===== src/rtl/dir_msg_dispatch_pkg.sv =====
// Shared encodings for the directory message dispatcher: FSM states,
// directory action codes and cache-side message codes.
package dir_pkg;

  localparam int DIR_N_NODES = 4;

  // Directory SIGNAL encoding
  localparam logic [2:0] ACT_REPLY_ADD  = 3'd0;
  localparam logic [2:0] ACT_FETCH      = 3'd1;
  localparam logic [2:0] ACT_INV_REPLY  = 3'd2;
  localparam logic [2:0] ACT_CLEAR      = 3'd3;
  localparam logic [2:0] ACT_REPLY_EXCL = 3'd4;
  localparam logic [2:0] ACT_FETCH_INV  = 3'd5;

  // Cache-side BUS encoding
  localparam logic [2:0] MSG_NONE      = 3'd0;
  localparam logic [2:0] MSG_DREPLY    = 3'd1;
  localparam logic [2:0] MSG_FETCH     = 3'd5;
  localparam logic [2:0] MSG_FETCH_INV = 3'd6;
  localparam logic [2:0] MSG_INV       = 3'd7;

  typedef enum logic [2:0] {
    ST_IDLE,
    ST_SCAN,
    ST_SEND,
    ST_WAIT_ACK,
    ST_REPLY,
    ST_DONE
  } dir_state_e;

endpackage


===== src/rtl/dir_msg_dispatch_lowest_set.sv =====
// Combinational priority encoder: index of the lowest set bit of vec,
// with found=0 (and idx=0) when vec is all zeros.
module dir_lowest_set #(
  parameter int W     = 4,
  parameter int IDX_W = 2
) (
  input  logic [W-1:0]     vec,
  output logic [IDX_W-1:0] idx,
  output logic             found
);

  // Scanning from the top lets the lowest set bit win.
  always_comb begin
    idx   = '0;
    found = 1'b0;
    for (int i = W - 1; i >= 0; i--) begin
      if (vec[i]) begin
        idx   = IDX_W'(i);
        found = 1'b1;
      end
    end
  end

endmodule


===== src/rtl/dir_msg_dispatch.sv =====
// Directory-side message dispatcher: turns an action code into INV/FETCH/DREPLY
// messages, collects acks and owns the sharers vector. Optional DIR_ACK_TIMEOUT_EN.
module dir_msg_dispatch
  import dir_pkg::*;
#(
  parameter int N_NODES = DIR_N_NODES,
  parameter int NODE_W  = $clog2(N_NODES)
`ifdef DIR_ACK_TIMEOUT_EN
  , parameter int TIMEOUT_CYC = 64
`endif
) (
  input  logic               clock,
  input  logic               reset,
  input  logic               act_valid,
  input  logic [2:0]         act_code,
  input  logic [NODE_W-1:0]  act_req,
  output logic               act_ready,
  output logic               msg_valid,
  output logic [2:0]         msg_type,
  output logic [NODE_W-1:0]  msg_dest,
  input  logic               msg_ready,
  input  logic               ack_valid,
  input  logic [NODE_W-1:0]  ack_src,
  output logic [N_NODES-1:0] sharers,
  output logic               done,
  output logic               err
);

  dir_state_e          state_q, state_d;
  logic [2:0]          code_q, code_d, msg_type_q, msg_type_d;
  logic [NODE_W-1:0]   req_q, req_d, msg_dest_q, msg_dest_d;
  logic [N_NODES-1:0]  snap_q, snap_d, pending_q, pending_d, sharers_q, sharers_d;
  logic                msg_valid_q, msg_valid_d, done_q, done_d, err_q, err_d;
  logic                act_ready_q, act_ready_d;
  logic [N_NODES-1:0]  scan_vec, act_p_bit, p_bit, dest_bit, drop_mask;
  logic [NODE_W-1:0]   lowest_idx;
  logic                lowest_found, ack_match, ack_timeout;

  assign act_p_bit = N_NODES'(1) << act_req;
  assign p_bit     = N_NODES'(1) << req_q;
  assign dest_bit  = N_NODES'(1) << msg_dest_q;
  assign ack_match = ack_valid && (ack_src == msg_dest_q);
  // In IDLE the encoder finds the owner; elsewhere it walks the pending set.
  assign scan_vec  = (state_q == ST_IDLE) ? sharers_q : pending_q;

  dir_lowest_set #(.W(N_NODES), .IDX_W(NODE_W)) u_lowest (
    .vec   (scan_vec),
    .idx   (lowest_idx),
    .found (lowest_found)
  );

`ifdef DIR_ACK_TIMEOUT_EN
  localparam int CNT_W = $clog2(TIMEOUT_CYC + 1);
  logic [CNT_W-1:0]   cnt_q, cnt_d;
  logic [N_NODES-1:0] drop_q, drop_d;
  assign ack_timeout = (state_q == ST_WAIT_ACK) && !ack_match
                       && (cnt_q == CNT_W'(TIMEOUT_CYC - 1));
  assign drop_mask   = drop_q;
`else
  assign ack_timeout = 1'b0;
  assign drop_mask   = '0;
`endif

  always_comb begin
    state_d     = state_q;
    code_d      = code_q;
    req_d       = req_q;
    snap_d      = snap_q;
    pending_d   = pending_q;
    msg_valid_d = msg_valid_q;
    msg_type_d  = msg_type_q;
    msg_dest_d  = msg_dest_q;
    sharers_d   = sharers_q;
    done_d      = 1'b0;
    err_d       = 1'b0;
    act_ready_d = 1'b0;
`ifdef DIR_ACK_TIMEOUT_EN
    cnt_d       = cnt_q;
    drop_d      = drop_q;
`endif
    case (state_q)
      ST_IDLE: begin
        act_ready_d = 1'b1;
        if (act_valid) begin
          act_ready_d = 1'b0;
          code_d      = act_code;
          req_d       = act_req;
          snap_d      = sharers_q;
          pending_d   = '0;
`ifdef DIR_ACK_TIMEOUT_EN
          drop_d      = '0;
`endif
          case (act_code)
            ACT_REPLY_ADD, ACT_REPLY_EXCL: begin
              state_d     = ST_REPLY;
              msg_valid_d = 1'b1;
              msg_type_d  = MSG_DREPLY;
              msg_dest_d  = act_req;
            end
            ACT_CLEAR: begin
              state_d   = ST_DONE;
              done_d    = 1'b1;
              sharers_d = '0;
            end
            ACT_INV_REPLY: begin
              state_d   = ST_SCAN;
              pending_d = sharers_q & ~act_p_bit;
            end
            ACT_FETCH, ACT_FETCH_INV: begin
              msg_valid_d = 1'b1;
              // No owner, or the requester already owns it: reply directly.
              if (lowest_found && (lowest_idx != act_req)) begin
                state_d    = ST_SEND;
                msg_type_d = (act_code == ACT_FETCH) ? MSG_FETCH : MSG_FETCH_INV;
                msg_dest_d = lowest_idx;
              end else begin
                state_d    = ST_REPLY;
                err_d      = !lowest_found;
                msg_type_d = MSG_DREPLY;
                msg_dest_d = act_req;
              end
            end
            default: begin
              state_d = ST_DONE;
              done_d  = 1'b1;
              err_d   = 1'b1;
            end
          endcase
        end
      end
      ST_SCAN: begin
        msg_valid_d = 1'b1;
        if (lowest_found) begin
          state_d    = ST_SEND;
          msg_type_d = MSG_INV;
          msg_dest_d = lowest_idx;
        end else begin
          state_d    = ST_REPLY;
          msg_type_d = MSG_DREPLY;
          msg_dest_d = req_q;
        end
      end
      ST_SEND: begin
        if (msg_ready) begin
          state_d     = ST_WAIT_ACK;
          msg_valid_d = 1'b0;
`ifdef DIR_ACK_TIMEOUT_EN
          cnt_d       = '0;
`endif
        end
      end
      ST_WAIT_ACK: begin
`ifdef DIR_ACK_TIMEOUT_EN
        cnt_d = cnt_q + CNT_W'(1);
        if (ack_timeout) begin
          err_d  = 1'b1;
          drop_d = drop_q | dest_bit;
        end
`endif
        if (ack_match || ack_timeout) begin
          pending_d = pending_q & ~dest_bit;
          if (code_q == ACT_INV_REPLY) begin
            state_d = ST_SCAN;
          end else begin
            state_d     = ST_REPLY;
            msg_valid_d = 1'b1;
            msg_type_d  = MSG_DREPLY;
            msg_dest_d  = req_q;
          end
        end
      end
      ST_REPLY: begin
        if (msg_ready) begin
          state_d     = ST_DONE;
          msg_valid_d = 1'b0;
          done_d      = 1'b1;
          if ((code_q == ACT_REPLY_ADD) || (code_q == ACT_FETCH))
            sharers_d = (snap_q | p_bit) & ~drop_mask;
          else
            sharers_d = p_bit;
        end
      end
      ST_DONE: begin
        state_d     = ST_IDLE;
        act_ready_d = 1'b1;
      end
      default: begin
        state_d     = ST_IDLE;
        act_ready_d = 1'b1;
      end
    endcase
  end

  always_ff @(posedge clock) begin
    if (reset) begin
      state_q     <= ST_IDLE;
      code_q      <= '0;
      req_q       <= '0;
      snap_q      <= '0;
      pending_q   <= '0;
      msg_valid_q <= 1'b0;
      msg_type_q  <= MSG_NONE;
      msg_dest_q  <= '0;
      sharers_q   <= '0;
      done_q      <= 1'b0;
      err_q       <= 1'b0;
      act_ready_q <= 1'b1;
`ifdef DIR_ACK_TIMEOUT_EN
      cnt_q       <= '0;
      drop_q      <= '0;
`endif
    end else begin
      state_q     <= state_d;
      code_q      <= code_d;
      req_q       <= req_d;
      snap_q      <= snap_d;
      pending_q   <= pending_d;
      msg_valid_q <= msg_valid_d;
      msg_type_q  <= msg_type_d;
      msg_dest_q  <= msg_dest_d;
      sharers_q   <= sharers_d;
      done_q      <= done_d;
      err_q       <= err_d;
      act_ready_q <= act_ready_d;
`ifdef DIR_ACK_TIMEOUT_EN
      cnt_q       <= cnt_d;
      drop_q      <= drop_d;
`endif
    end
  end

  assign act_ready = act_ready_q;
  assign msg_valid = msg_valid_q;
  assign msg_type  = msg_type_q;
  assign msg_dest  = msg_dest_q;
  assign sharers   = sharers_q;
  assign done      = done_q;
  assign err       = err_q;

endmodule


===== config.mk =====
export PLATFORM = sky130hd
export DESIGN_NAME = dir_msg_dispatch
export DESIGN_NICKNAME = d
export VERILOG_FILES = /design/src/rtl/dir_msg_dispatch_pkg.sv /design/src/rtl/dir_msg_dispatch_lowest_set.sv /design/src/rtl/dir_msg_dispatch.sv
export SDC_FILE = /design/constraint.sdc
export NUM_CORES = 1
export LEC_CHECK = 0
export BUFFER_PORTS_ARGS = -buffer_cell sky130_fd_sc_hd__clkbuf_2
export CORE_MARGIN = 2
export CORE_UTILIZATION = 60
export DETAILED_ROUTE_END_ITERATION = 8
export PLACE_DENSITY = 0.92
export SKIP_LAST_GASP = 1
export SLEW_MARGIN = 20
export SYNTH_ARGS = -nofsm -noshare
export SYNTH_HDL_FRONTEND = slang
export SYNTH_HIERARCHICAL = 1
export SYNTH_SLANG_ARGS = --single-unit

===== constraint.sdc =====
create_clock -name clock -period 5.1 [get_ports clock]
set_clock_uncertainty 0.1 [all_clocks]
set_input_delay 1.02 -clock clock [delete_from_list [all_inputs] [get_ports clock]]
set_output_delay 1.02 -clock clock [all_outputs]
set_load 0.005 [all_outputs]

==> Yosys cells after proc, flatten, opt, wreduce, memory -nomap -nowiden <==
Index checks and enable logic that the tools add are counted.
{ "word_totals": {"rom_bits": 0, "ramBits": 0, "register_bits": 29, "n_memories": 0, "latch_bits": 0, "wordCells": 125} }
{ "op_classes": {"mux": 56, "div_mod_pow": 0, "shift": 3, "n_eq_ne": 22, "n_reduce_logical": 25, "n_addsub": 0, "n_bitwise": 7, "mul": 0, "magnitude_cmp": 0} }
{ "ops": {"columns": ["cell", "n"], "rows": [
  ["$mux 3", 12],
  ["$mux 4", 8],
  ["$mux 2", 10],
  ["$pmux 3 s3", 2],
  ["$pmux 4 s2", 2],
  ["$eq 3x2->1 const B", 5],
  ["$pmux 3 s5", 1],
  ["$mux 1", 14],
  ["$ne 2x2->1 const B", 6],
  ["$reduce_or 4->1", 3],
  ["$shl 1x2->4 const A", 3],
  ["$eq 3x1->1 const B", 3],
  ["$eq 3x3->1 const B", 3],
  ["$logic_not 3->1", 3],
  ["$and 4x4->4", 2],
  ["$not 4->4", 2],
  ["$reduce_and 4->1", 2],
  ["$pmux 1 s2", 3],
  ["$pmux 2 s3", 1],
  ["$pmux 3 s2", 1],
  ["$reduce_and 6->1", 1],
  ["$reduce_or 2->1", 3],
  ["$reduce_and 5->1", 1],
  ["$reduce_or 5->1", 1],
  ["17 further kinds", 21]
]} }

==> Logic depth before layout (Yosys ltp) <==
Gate-level depths: netlist of run 1.
{ "logic_depth": {"ltp_word": 12, "ltp_mapped": 9, "depth_no_buf": 8} }

==> By module <==
The synthesis of run 1 kept the hierarchy.
{ "modules_own_cells": {"columns": ["module", "cells_each", "area_each_um2", "n_inst", "seq_area_each_um2"], "rows": [
  ["dir_msg_dispatch", 207, 1672.9, 1, 580.6],
  ["dir_lowest_set", 7, 35.0, 1, 0.0]
]} }

==> Worst setup path after synthesis of run 1 <==
OpenSTA, ideal clock, no wires.
{ "synth_path": {"path_kind": "flip-flop to flip-flop", "start": "reg state_q[2]", "end": "reg msg_type_q[1] (netlist: msg_type[1])", "setup_slack_ns": 2.635, "path_stages_with_launch": 9, "required_time_ns": 4.879, "n_path_buf": 1, "arrival_ns": 2.244, "path_cell_list": "dfxtp_1 -> clkbuf_1 -> nor3_2 -> mux2_2 -> nor3_1 -> xor2_1 -> o2111ai_1 -> a21oi_1 -> mux2_4"} }
{ "synth_via": {"word_cells_on_any_way": 25} }
{ "synth_lines": {"columns": ["item", "line", "rtl"], "rows": [
  ["start, declared", "dir_msg_dispatch.sv:29", "dir_state_e state_q, state_d;"],
  ["start signal, assigned", "dir_msg_dispatch.sv:213", "state_q <= state_d;"],
  ["$logic_not 3->1", "dir_msg_dispatch.sv:44", "assign scan_vec = (state_q == ST_IDLE) ? sharers_q : pending_q;"],
  ["$mux 4", "dir_msg_dispatch.sv:44", null],
  ["via scan_vec[0]", "dir_msg_dispatch.sv:35", "logic [N_NODES-1:0] scan_vec, act_p_bit, p_bit, dest_bit, drop_mask;"],
  ["$mux 2", "dir_msg_dispatch_lowest_set.sv:17", "if (vec[i]) begin"],
  ["via lowest_idx[1]", "dir_msg_dispatch.sv:36", "logic [NODE_W-1:0] lowest_idx;"],
  ["$ne 2x2->1", "dir_msg_dispatch.sv:112", "if (lowest_found && (lowest_idx != act_req)) begin"],
  ["$logic_and 1x1->1", "dir_msg_dispatch.sv:112", null],
  ["$mux 3", "dir_msg_dispatch.sv:112", null],
  ["$pmux 3 s2", "dir_msg_dispatch.sv:93", "case (act_code)"],
  ["$mux 3", "dir_msg_dispatch.sv:84", "if (act_valid) begin"],
  ["$pmux 3 s3", "dir_msg_dispatch.sv:81", "case (state_q)"],
  ["end signal, assigned", "dir_msg_dispatch.sv:219", "msg_type_q <= msg_type_d;"],
  ["end, declared", "dir_msg_dispatch.sv:30", "logic [2:0] code_q, code_d, msg_type_q, msg_type_d;"]
]} }
The timed path passes the listed nets, and every way through them passes these cells. The select of a mux whose other input is x is not followed.
A chain may end at the register's enable or synchronous reset.

==> Worst setup path after layout of run 1 <==
{ "layout_path": {"start": "reg state_q[0]", "end": "reg state_q[1]"} }
{ "layout_via": {"word_cells_on_any_way": 26} }
{ "layout_lines": {"columns": ["item", "line"], "rows": [
  ["$logic_not 3->1", "dir_msg_dispatch.sv:44"],
  ["$mux 4", "dir_msg_dispatch.sv:44"],
  ["via scan_vec[0]", "dir_msg_dispatch.sv:35"],
  ["$mux 2", "dir_msg_dispatch_lowest_set.sv:17"],
  ["via lowest_idx[1]", "dir_msg_dispatch.sv:36"],
  ["$ne 2x2->1", "dir_msg_dispatch.sv:112"],
  ["$logic_and 1x1->1", "dir_msg_dispatch.sv:112"],
  ["$mux 3", "dir_msg_dispatch.sv:112"],
  ["$pmux 3 s3", "dir_msg_dispatch.sv:93"],
  ["$mux 3", "dir_msg_dispatch.sv:84"],
  ["$pmux 3 s5", "dir_msg_dispatch.sv:81"]
]} }
The timed path passes the listed nets, and every way through them passes these cells. The select of a mux whose other input is x is not followed.

==> out/results.tsv, run 1 <==
metric	value	unit
drt-wirelength-per-cell	15.9	um
synth_enable_flop_cells	0	
layout-drive-gt1-share	0.195	
num-nets-final	243	
final.period_utilization	0.571	
criticalPathCategory	flip-flop to flip-flop	
antenna_found_initial	0	
track_usage	0.272	
netlist.area_leader.share	0.340	
ctsResizeCount	0	
drt_iter0_markers	123	
tns	0	ns
startpoint_type	flip-flop	
postRouteAntennaNets	0	
cts_setup_buffers	0	
ir_worst_vdd	0.000270	V
dieArea	0.00329	mm^2
final_common_cell	nand2_1	
worst_slew_pin_slew	0.969	ns
fp.dieW	57.4	um
ys_seq_area_frac	0.340	
r2r_end	state_q[1]$_SDFFE_PP0P_	
cp_max_fo	19	
slew_violations	0	
synth_nets	226	
antenna_cells	0	
min_period	2.91	ns
cts_tree	done	
min-delay-start	snap_q[0]$_SDFFE_PP0P_	
multi_input_area	0.00106	mm^2
crit_top_cell	o21ai_0	
worst_setup_path_end_kind	flip-flop	
cts_num_sinks	29	
finalHoldViolations	0	
worstPathRequired	5.23	ns
worstPathArrival	3.04	ns
syn_inst	214	
clk_latency	0.33	ns
regArea	581	um^2
syn_avg_cell_area	7.98	um^2
layout_common_cells	nand2_1, dfxtp_1, clkbuf_2, a21oi_1, o21ai_0	
drtPass1Iterations	4	
status	finished, final reports clean	
routed_via_density	6.30	
setup_violations	0	
die_y	57.4	um
synthArstFlopShare	0	
worst-path-stages	7	
drt-total-wl	4160	um
gp_congestion	0.870	
rows	19	
synth_ff_type	dfxtp_1	
yosys-top-cells-area	dfxtp_1, nand2_1, a21oi_1, o21ai_0, mux2i_1	
drc_errors	0	
cp_slowest_cell	nor3_2	
relSlewSlack	0.345	
fin_hold_ws	0.358	ns
place.detailed.hpwl	2970	um
start_util	0.625	
dpl_cell_area	0.00181	mm^2
fmax	344	MHz
grt_max_degree	27	
vias	1650	
clkTransAtPathRegs	0.08	ns
design_area	0.00187	mm^2
path_delay_family	simple AND/OR/NAND/NOR gates	
root_buffer	clkbuf_4	
clock_path_buffers	2	
power_per_cell_area	342	mW/mm^2
grt_pass1_vias	1500	
ys_seq_elements	29	
yosys_warnings	6	
grt_pass1_wl	6890	um
syn2layout_area_growth	9.67	%
placed_cells	255	
power	0.640	mW
worstHoldPathCells	2	
io_buffers	24	
final.fill_count	234	
yosysTopAreaCell	dfxtp_1	
max_stage_delay	0.60	ns
cts-hold-fix-buffers	0	
r2r_setup_slack	2.19	ns
worst-path-buf-inv	0	
r2r_start	state_q[0]$_SDFFE_PP0P_	
globalRouteOverflowTotal	0	
core_area	0.00273	mm^2
num_io_pins	25	
cap_viol_max_count	0	
synth.distinct_cells	53	
leakagePower	0.754	nW
h-tree-depth	2	
whs_endpoint	snap_q[0]$_SDFFE_PP0P_	
crit_chain	nor3_2 > mux2_2 > nor3_1 > xor2_1 > o21ai_0 > o21ai_0 > a31o_2	
rsz0062_at_grt	false	
syn_area	0.00171	mm^2
cts_inserted_buffers	5	
reg2regPathDepth	7	
final_cells	262	
hold_class	flip-flop to flip-flop	
[Yosys cell counts (2+ instances only)]
master / count
nor3_1: 7
a311oi_1: 2
nand2_1: 34
xor2_1: 2
a211oi_1: 3
buf_2: 3
nor3b_1: 4
mux2_4: 2
a31oi_1: 2
clkbuf_1: 9
nand2b_1: 5
mux2_2: 4
o21ai_0: 13
nor2_1: 10
nand4_1: 2
and3b_1: 2
o211ai_1: 3
xnor2_1: 2
a21oi_1: 19
a41oi_1: 3
o2111ai_1: 3
nor2b_1: 6
inv_1: 5
a22o_1: 4
or3_1: 4
mux2i_1: 5
nor4_1: 2
dfxtp_1: 29
[cell families after synthesis]
| logic type | share of synthesized area |
|---|---|
| AO/OA/AOI/OAI | 0.245 |
| flip-flops | 0.340 |
| XOR/XNOR | 0.0205 |
| buffers and inverters | 0.0505 |
| AND/OR/NAND/NOR | 0.271 |
| multiplexers | 0.0733 |
[sequential cells by signal, summed over array words and instances (netlist names)]
name and cells:
act_ready 1, code_q 3, done 1, err 1, msg_dest 2, msg_type 3
msg_valid 1, pending_q 4, req_q 2, sharers 4, snap_q 4, state_q 3
[how the worst max path moves through the flow]
stage                                  from                       end  slack [ns]
CTS                 state_q[0]$_SDFFE_PP0P_   state_q[1]$_SDFFE_PP0P_        2.24
floorplan           state_q[2]$_SDFFE_PP0P_  msg_type[1]$_SDFFE_PP0P_        2.63
detailed placement  state_q[0]$_SDFFE_PP0P_   state_q[1]$_SDFFE_PP0P_        2.27
global placement    state_q[0]$_SDFFE_PP0P_   state_q[1]$_SDFFE_PP0P_        2.31
finish              state_q[0]$_SDFFE_PP0P_   state_q[1]$_SDFFE_PP0P_        2.19
global route        state_q[0]$_SDFFE_PP0P_   state_q[1]$_SDFFE_PP0P_        1.86
[final cells by class]
class,instances,share of cell area
clock buffer,7,0.0294
inverter,6,0.0120
multi-input combinational,165,0.564
sequential,29,0.310
tap,31,0.0207
timing repair buffer,24,0.0641
[metrics by stage]
step	setup WS, ns	util
floorplan	2.63	-
global placement	2.31	0.662
detailed placement	2.27	0.662
CTS	2.24	0.682
global route	1.86	0.685
finish	2.19	0.685
[where the power goes]
group / total, mW / internal [mW] / switching (mW)
sequential: 0.294 / 0.252 / 0.0413
combinational: 0.206 / 0.0885 / 0.117
clock: 0.141 / 0.0649 / 0.0763
[routing by layer]
| layer | track usage | wire (um) | up-vias |
|---|---|---|---|
| met1 | 0.351 | 1810 | 774 |
| met4 | 0.123 | 94 | 0 |
| met5 | 0 | 0 | - |
| li1 | - | - | 813 |
| met3 | 0.0726 | 227 | 10 |
| met2 | 0.425 | 2020 | 53 |
[worst register-to-register path, stage by stage, from the launching register on]
cell and delay (ns):
dfxtp_1 0.54, nor3_2 0.61, mux2_2 0.44, nor3_1 0.30
xor2_1 0.16, o21ai_0 0.23, o21ai_0 0.15, a31o_2 0.29
(Power assumes the default switching activity.)
==> run 2: changes to the inputs <==
- CORE_UTILIZATION: 60 -> 51
- PLACE_DENSITY: 0.92 -> 0.84
- clock period: 5.1 -> 2.5 ns (I/O delays scaled with it)
==> run 2 against run 1 <==
Against the previous run:
- via count grew 2.5%
- routed wire length is 3.9% higher
- flip-flop and latch count unchanged
- hold slack better by 0.0019 ns
- setup slack worse by 2.1 ns
- design area is 3.6% higher
- combinational power is 140% higher
- global-route usage decreased by 2.7 points
- first-iteration DRC count is 22% higher
- clock power up 110%
- non-clock buffer count increased by 7
- sequential share of layout area down 1.1 points
- critical path type unchanged
- critical endpoint is now msg_dest[0]$_SDFFE_PP0P_
- largest power group unchanged
==> out/results.tsv, run 2 (synthesis results as in run 1) <==
metric	value	unit	change
power_per_cell_area	694	mW/mm^2	+100%
grt_max_degree	27		unchanged
grt_pass1_wl	6690	um	-2.8%
die_y	61.9	um	+7.9%
min_period	2.40	ns	-0.512 ns
num_io_pins	25		unchanged
drt-wirelength-per-cell	15.2	um	-4.1%
io_buffers	24		unchanged
drt-total-wl	4320	um	+3.9%
preCtsSetupSlack	0.155	ns	-2.11 ns
grt_pass1_vias	1446		-3.6%
start_util	0.520		-0.105
clock_path_buffers	2		unchanged
routed_via_density	5.95		-5.5%
track_usage	0.245		-0.0275
worst_slew_pin_slew	0.608	ns	-0.361 ns
cp_max_fo	6		-13
core_area	0.00328	mm^2	+20%
fin_ws	0.101	ns	-2.09 ns
relSlewSlack	0.591		+0.246
regArea	581	um^2	unchanged
multi_input_area	0.00105	mm^2	-0.36%
startpoint_type	flip-flop		
final.fill_count	322		+38%
ir_worst_vdd	0.000386	V	+43%
postRouteAntennaNets	0		unchanged
finalHoldViolations	0		unchanged
drc_errors	0		unchanged
seqPwrFrac	0.418		-0.040
globalRouteOverflowTotal	0		unchanged
leakagePower	0.788	nW	+4.5%
route.met2.wl	2050	um	+1.4%
dpl_cell_area	0.00188	mm^2	+3.9%
rsz0062_at_grt	true		
dieArea	0.00383	mm^2	+16%
worstPathRequired	2.62	ns	-2.61 ns
cts_inserted_buffers	5		unchanged
fin_util	0.591		-0.0943
pwr-share-comb	0.364		+0.043
layout-drive-gt1-share	0.223		+0.0279
final_common_cell	nand2_1		
antenna_found_initial	0		unchanged
vias	1691		+2.5%
final.period_utilization	0.960		+0.389
status	finished, final reports clean		
sw_frac_of_total	0.364		-0.00233
cts_tree	done		
num-nets-final	250		+2.9%
fmax	417	MHz	+21%
cts_num_sinks	29		unchanged
design_area	0.00194	mm^2	+3.6%
placed_cells	277		+8.6%
clkTransAtPathRegs	0.09	ns	about the same
slew_violations	0		unchanged
p_switching	0.490	mW	+110%
root_buffer	clkbuf_4		
criticalPathCategory	flip-flop to flip-flop		
h-tree-depth	2		unchanged
cap_viol_max_count	0		unchanged
fp.dieW	61.9	um	+7.9%
hold_class	flip-flop to flip-flop		
layout_common_cells	nand2_1, dfxtp_1, clkbuf_2, a21oi_1, o21ai_0		
antenna_cells	0		unchanged
gp_congestion	0.907		+4.2%
worst_setup_path_end_kind	flip-flop		
syn2layout_area_growth	13.6	%	
rows	21		+2
drtPass1Iterations	4		unchanged
p_int	0.856	mW	+110%
power.share.clock	0.217		-0.004
wl_met1	1960	um	+8.2%
drt_iter0_markers	150		+22%
clk_latency	0.34	ns	about the same
final_cells	284		+8.4%
wl_met3	240	um	+5.7%
place.detailed.hpwl	3090	um	+4.3%
setup_violations	0		unchanged
routed.top_layer	met4		
worstPathArrival	2.52	ns	-0.52 ns
power	1.35	mW	+110%
-- run 2: power by group through the flow --
stage,clock network [mW],logic (mW),registers [mW]
finish,0.293,0.490,0.563
floorplan,0,0.351,0.560
global route,0.309,0.539,0.570
CTS,0.297,0.484,0.563
detailed placement,0,0.482,0.574
global placement,0,0.476,0.569
-- run 2: layout make-up --
cell class              instances  area share
flip-flops and latches         29       0.299
inverters                       6      0.0116
well taps                      46      0.0297
repair buffers                 31      0.0890
multi-input cells             165       0.542
clock buffers                   7      0.0284
-- run 2: path summary, 6_finish.rpt --
kind	from	to	slack, ns	depth (start not counted)
worst min-delay path	snap_q[0]$_SDFFE_PP0P_	snap_q[0]$_SDFFE_PP0P_	0.36	2
worst max register to register	state_q[0]$_SDFFE_PP0P_	msg_dest[0]$_SDFFE_PP0P_	0.10	9
worst min register to register	snap_q[0]$_SDFFE_PP0P_	snap_q[0]$_SDFFE_PP0P_	0.36	2
worst max-delay path	state_q[0]$_SDFFE_PP0P_	msg_dest[0]$_SDFFE_PP0P_	0.10	9
-- run 2: metal layers --
metal,track usage,vias up
met5,0,-
met4,0.119,0
met3,0.0518,5
met2,0.386,46
met1,0.317,808
li1,-,832
-- run 2: per-stage QoR --
stage                     TNS (ns)  hold WS [ns]
after detailed placement         0         0.350
after floorplan                  0         0.336
after global placement           0         0.344
after CTS                        0         0.362
after global routing       -0.0409         0.379
final                            0         0.360
-- run 2: timing repair --
action | CTS | global route
gates resized for setup | 0 | 1
hold buffers | 0 | 0
buffers inserted | 0 | 0
endpoints found under the setup margin | 0 | 3
-- run 2: worst max-delay path, stage by stage, from the launching register on --
cell       delay (ns)
dfxtp_1          0.33
nor3_2           0.23
buf_4            0.18
mux2_2           0.34
nor2_1           0.20
nand2_1          0.12
and3b_1          0.25
or3_1            0.32
o2111ai_1        0.13
mux2i_1          0.10
==> run 3: changes to the inputs <==
- ABC_AREA: unset -> 1
- CORE_UTILIZATION: 51 -> 50
- PLACE_DENSITY: 0.84 -> 0.83
- SYNTH_HIERARCHICAL: 1 -> unset
==> run 3 against run 2 <==
Against the previous run:
- cell count is 8.5% higher
- combinational power increased to 2.9 times the previous value
- first-iteration DRC count decreased by 35%
- routed wire length shrank 7.5%
==> out/results.tsv, run 3 <==
metric	value	unit	change
status	finished, final reports clean		
rows	20		-4.8%
worst_slew_pin_slew	0.594	ns	-0.0141 ns
fp.dieW	60.9	um	-1.6%
drt_iter0_markers	98		-35%
drc_errors	0		unchanged
criticalPathCategory	flip-flop to flip-flop		
finalHoldViolations	0		unchanged
routed_via_density	5.47		-8.1%
start_util	0.526		+0.00561
power_per_cell_area	1360	mW/mm^2	+97%
num_io_pins	25		unchanged
ys_seq_area_frac	0.359		+0.0189
hold_class	input port to flip-flop		
grt_pass1_vias	1500		+3.7%
h-tree-depth	2		unchanged
postRouteAntennaNets	0		unchanged
fin_ws	0.590	ns	+0.489 ns
rsz0062_at_grt	false		
leakagePower	0.842	nW	+6.9%
synth.distinct_cells	32		-40%
drtPass1Iterations	5		+1
drt-total-wl	4000	um	-7.5%
startpoint_type	flip-flop		
layout_common_cells	nand2_1, inv_1, dfxtp_1, clkbuf_2, o21ai_0		
yosysTopAreaCell	dfxtp_1		
vias	1685		-0.35%
num-nets-final	275		+10%
cts_inserted_buffers	5		unchanged
synthArstFlopShare	0		unchanged
grt_max_degree	22		-19%
syn_avg_cell_area	6.86	um^2	-14%
cts_num_sinks	29		unchanged
drt-wirelength-per-cell	13.0	um	-15%
place.detailed.hpwl	2990	um	-3.4%
final_common_cell	nand2_1		
ctsResizeCount	0		unchanged
synth.most_common_cell	nand2_1		
slew_violations	0		unchanged
fmax	524	MHz	+26%
cap_viol_max_count	0		unchanged
dpl_cell_area	0.00177	mm^2	-5.7%
preCtsSetupSlack	0.625	ns	+0.470 ns
placed_cells	300		+8.3%
synth_common_cells	nand2_1, inv_1, dfxtp_1, o21ai_0, a21oi_1		
ir_worst_vdd	0.000659	V	+71%
track_usage	0.245		+0.000511
cts_setup_buffers	0		unchanged
cts_tree	done		
netlist.area_leader.share	0.359		+0.0189
syn_area	0.00162	mm^2	-5.3%
cp_max_fo	8		+2
setup_violations	0		unchanged
min_period	1.91	ns	-0.489 ns
grt_pass1_wl	6690	um	-0.10%
synth_nets	248		+9.7%
worstPathArrival	2.03	ns	-0.49 ns
relSlewSlack	0.600		+0.00893
final_cells	308		+8.5%
core_area	0.00308	mm^2	-6.3%
die_y	60.9	um	-1.6%
clock_path_buffers	2		unchanged
globalRouteOverflowTotal	0		unchanged
gp_congestion	0.967		+6.7%
antenna_found_initial	0		unchanged
root_buffer	clkbuf_4		
layout-drive-gt1-share	0.212		-0.0106
yosys-top-cells-area	dfxtp_1, nand2_1, inv_1, o21ai_0, a21oi_1		
yosys_warnings	0		-6
worstPathRequired	2.62	ns	about the same
io_buffers	24		unchanged
dieArea	0.00371	mm^2	-3.2%
syn_inst	236		+10%
design_area	0.00186	mm^2	-4.2%
syn2layout_area_growth	14.9	%	
tns	0	ns	unchanged
final.period_utilization	0.764		-0.196
synth_ff_type	dfxtp_1		
synth_enable_flop_cells	0		unchanged
clkTransAtPathRegs	0.09	ns	about the same
power	2.54	mW	+88%
worst_setup_path_end_kind	flip-flop		
ys_seq_elements	29		unchanged
cts-hold-fix-buffers	0		unchanged
clk_latency	0.34	ns	about the same
antenna_cells	0		unchanged
## run 3: cell count changes in the layout (fill, tap and decap cells not counted), moves of 6 or more
cell,delta
nor2_1,+8
nand2_1,+11
o21ai_0,+9
nand3_1,+9
o22ai_1,+7
inv_1,+29
buf_4,-6
nor2b_1,-6
## run 3: logic make-up (layout without fill, tap and decap cells)
group                     after synthesis  in the layout  synth area share
and+or+nand+nor                        95             95             0.282
AOI/OAI and AO/OA                      67             67             0.247
buffers and inverters                  44             72             0.107
DFF                                    29             29             0.359
xor gates and xnor gates                1              1           0.00541
## run 3: stage by stage
stage	hold WS (ns)	util
after floorplan	0.329	-
after global placement	0.342	0.576
after detailed placement	0.352	0.576
after CTS	0.320	0.604
after global routing	0.341	0.604
final	0.332	0.604
## run 3: cell type report
| class | count | area, um^2 |
|---|---|---|
| inverters | 39 | 146 |
| clock inverters | 1 | 30.0 |
| repair buffers | 25 | 128 |
| clock buffers | 7 | 55.1 |
| flip-flops and latches | 29 | 581 |
| multi-input cells | 163 | 865 |
| fillers | 277 | 1220 |
| well taps | 44 | 55.1 |
## run 3: report_power, final
| group | total, mW | internal, mW | switching, mW |
|---|---|---|---|
| Combinational | 1.41 | 0.472 | 0.934 |
| Clock | 0.402 | 0.239 | 0.164 |
| Sequential | 0.729 | 0.617 | 0.112 |
## run 3: critical path, stage by stage, from the launching register on
cell	delay, ns
dfxtp_1	0.33
inv_2	0.14
nand2_2	0.14
nor2_4	0.20
inv_2	0.10
nand2_1	0.10
nor2_1	0.08
a31oi_1	0.34
nand3_1	0.13
nand2_1	0.09
a21oi_1	0.05
## run 3: per-layer routing
| metal | vias to the layer above | track usage | wire length, um |
|---|---|---|---|
| met2 | 90 | 0.367 | 1730 |
| met1 | 737 | 0.332 | 1750 |
| met3 | 18 | 0.0682 | 379 |
| met4 | 0 | 0.102 | 132 |
| met5 | - | 0 | 0 |
| li1 | 840 | - | - |
## run 3: final timing paths
| check | from | endpoint | slack, ns | depth (start not counted) |
|---|---|---|---|---|
| setup / recovery | state_q[2]$_SDFFE_PP0P_ | msg_valid$_SDFFE_PP0P_ | 0.59 | 10 |
| hold / removal | act_code[2] | err$_SDFF_PP0_ | 0.33 | 3 |
| setup reg to reg | state_q[2]$_SDFFE_PP0P_ | msg_valid$_SDFFE_PP0P_ | 0.59 | 10 |
| hold reg to reg | snap_q[2]$_SDFFE_PP0P_ | snap_q[2]$_SDFFE_PP0P_ | 0.36 | 2 |
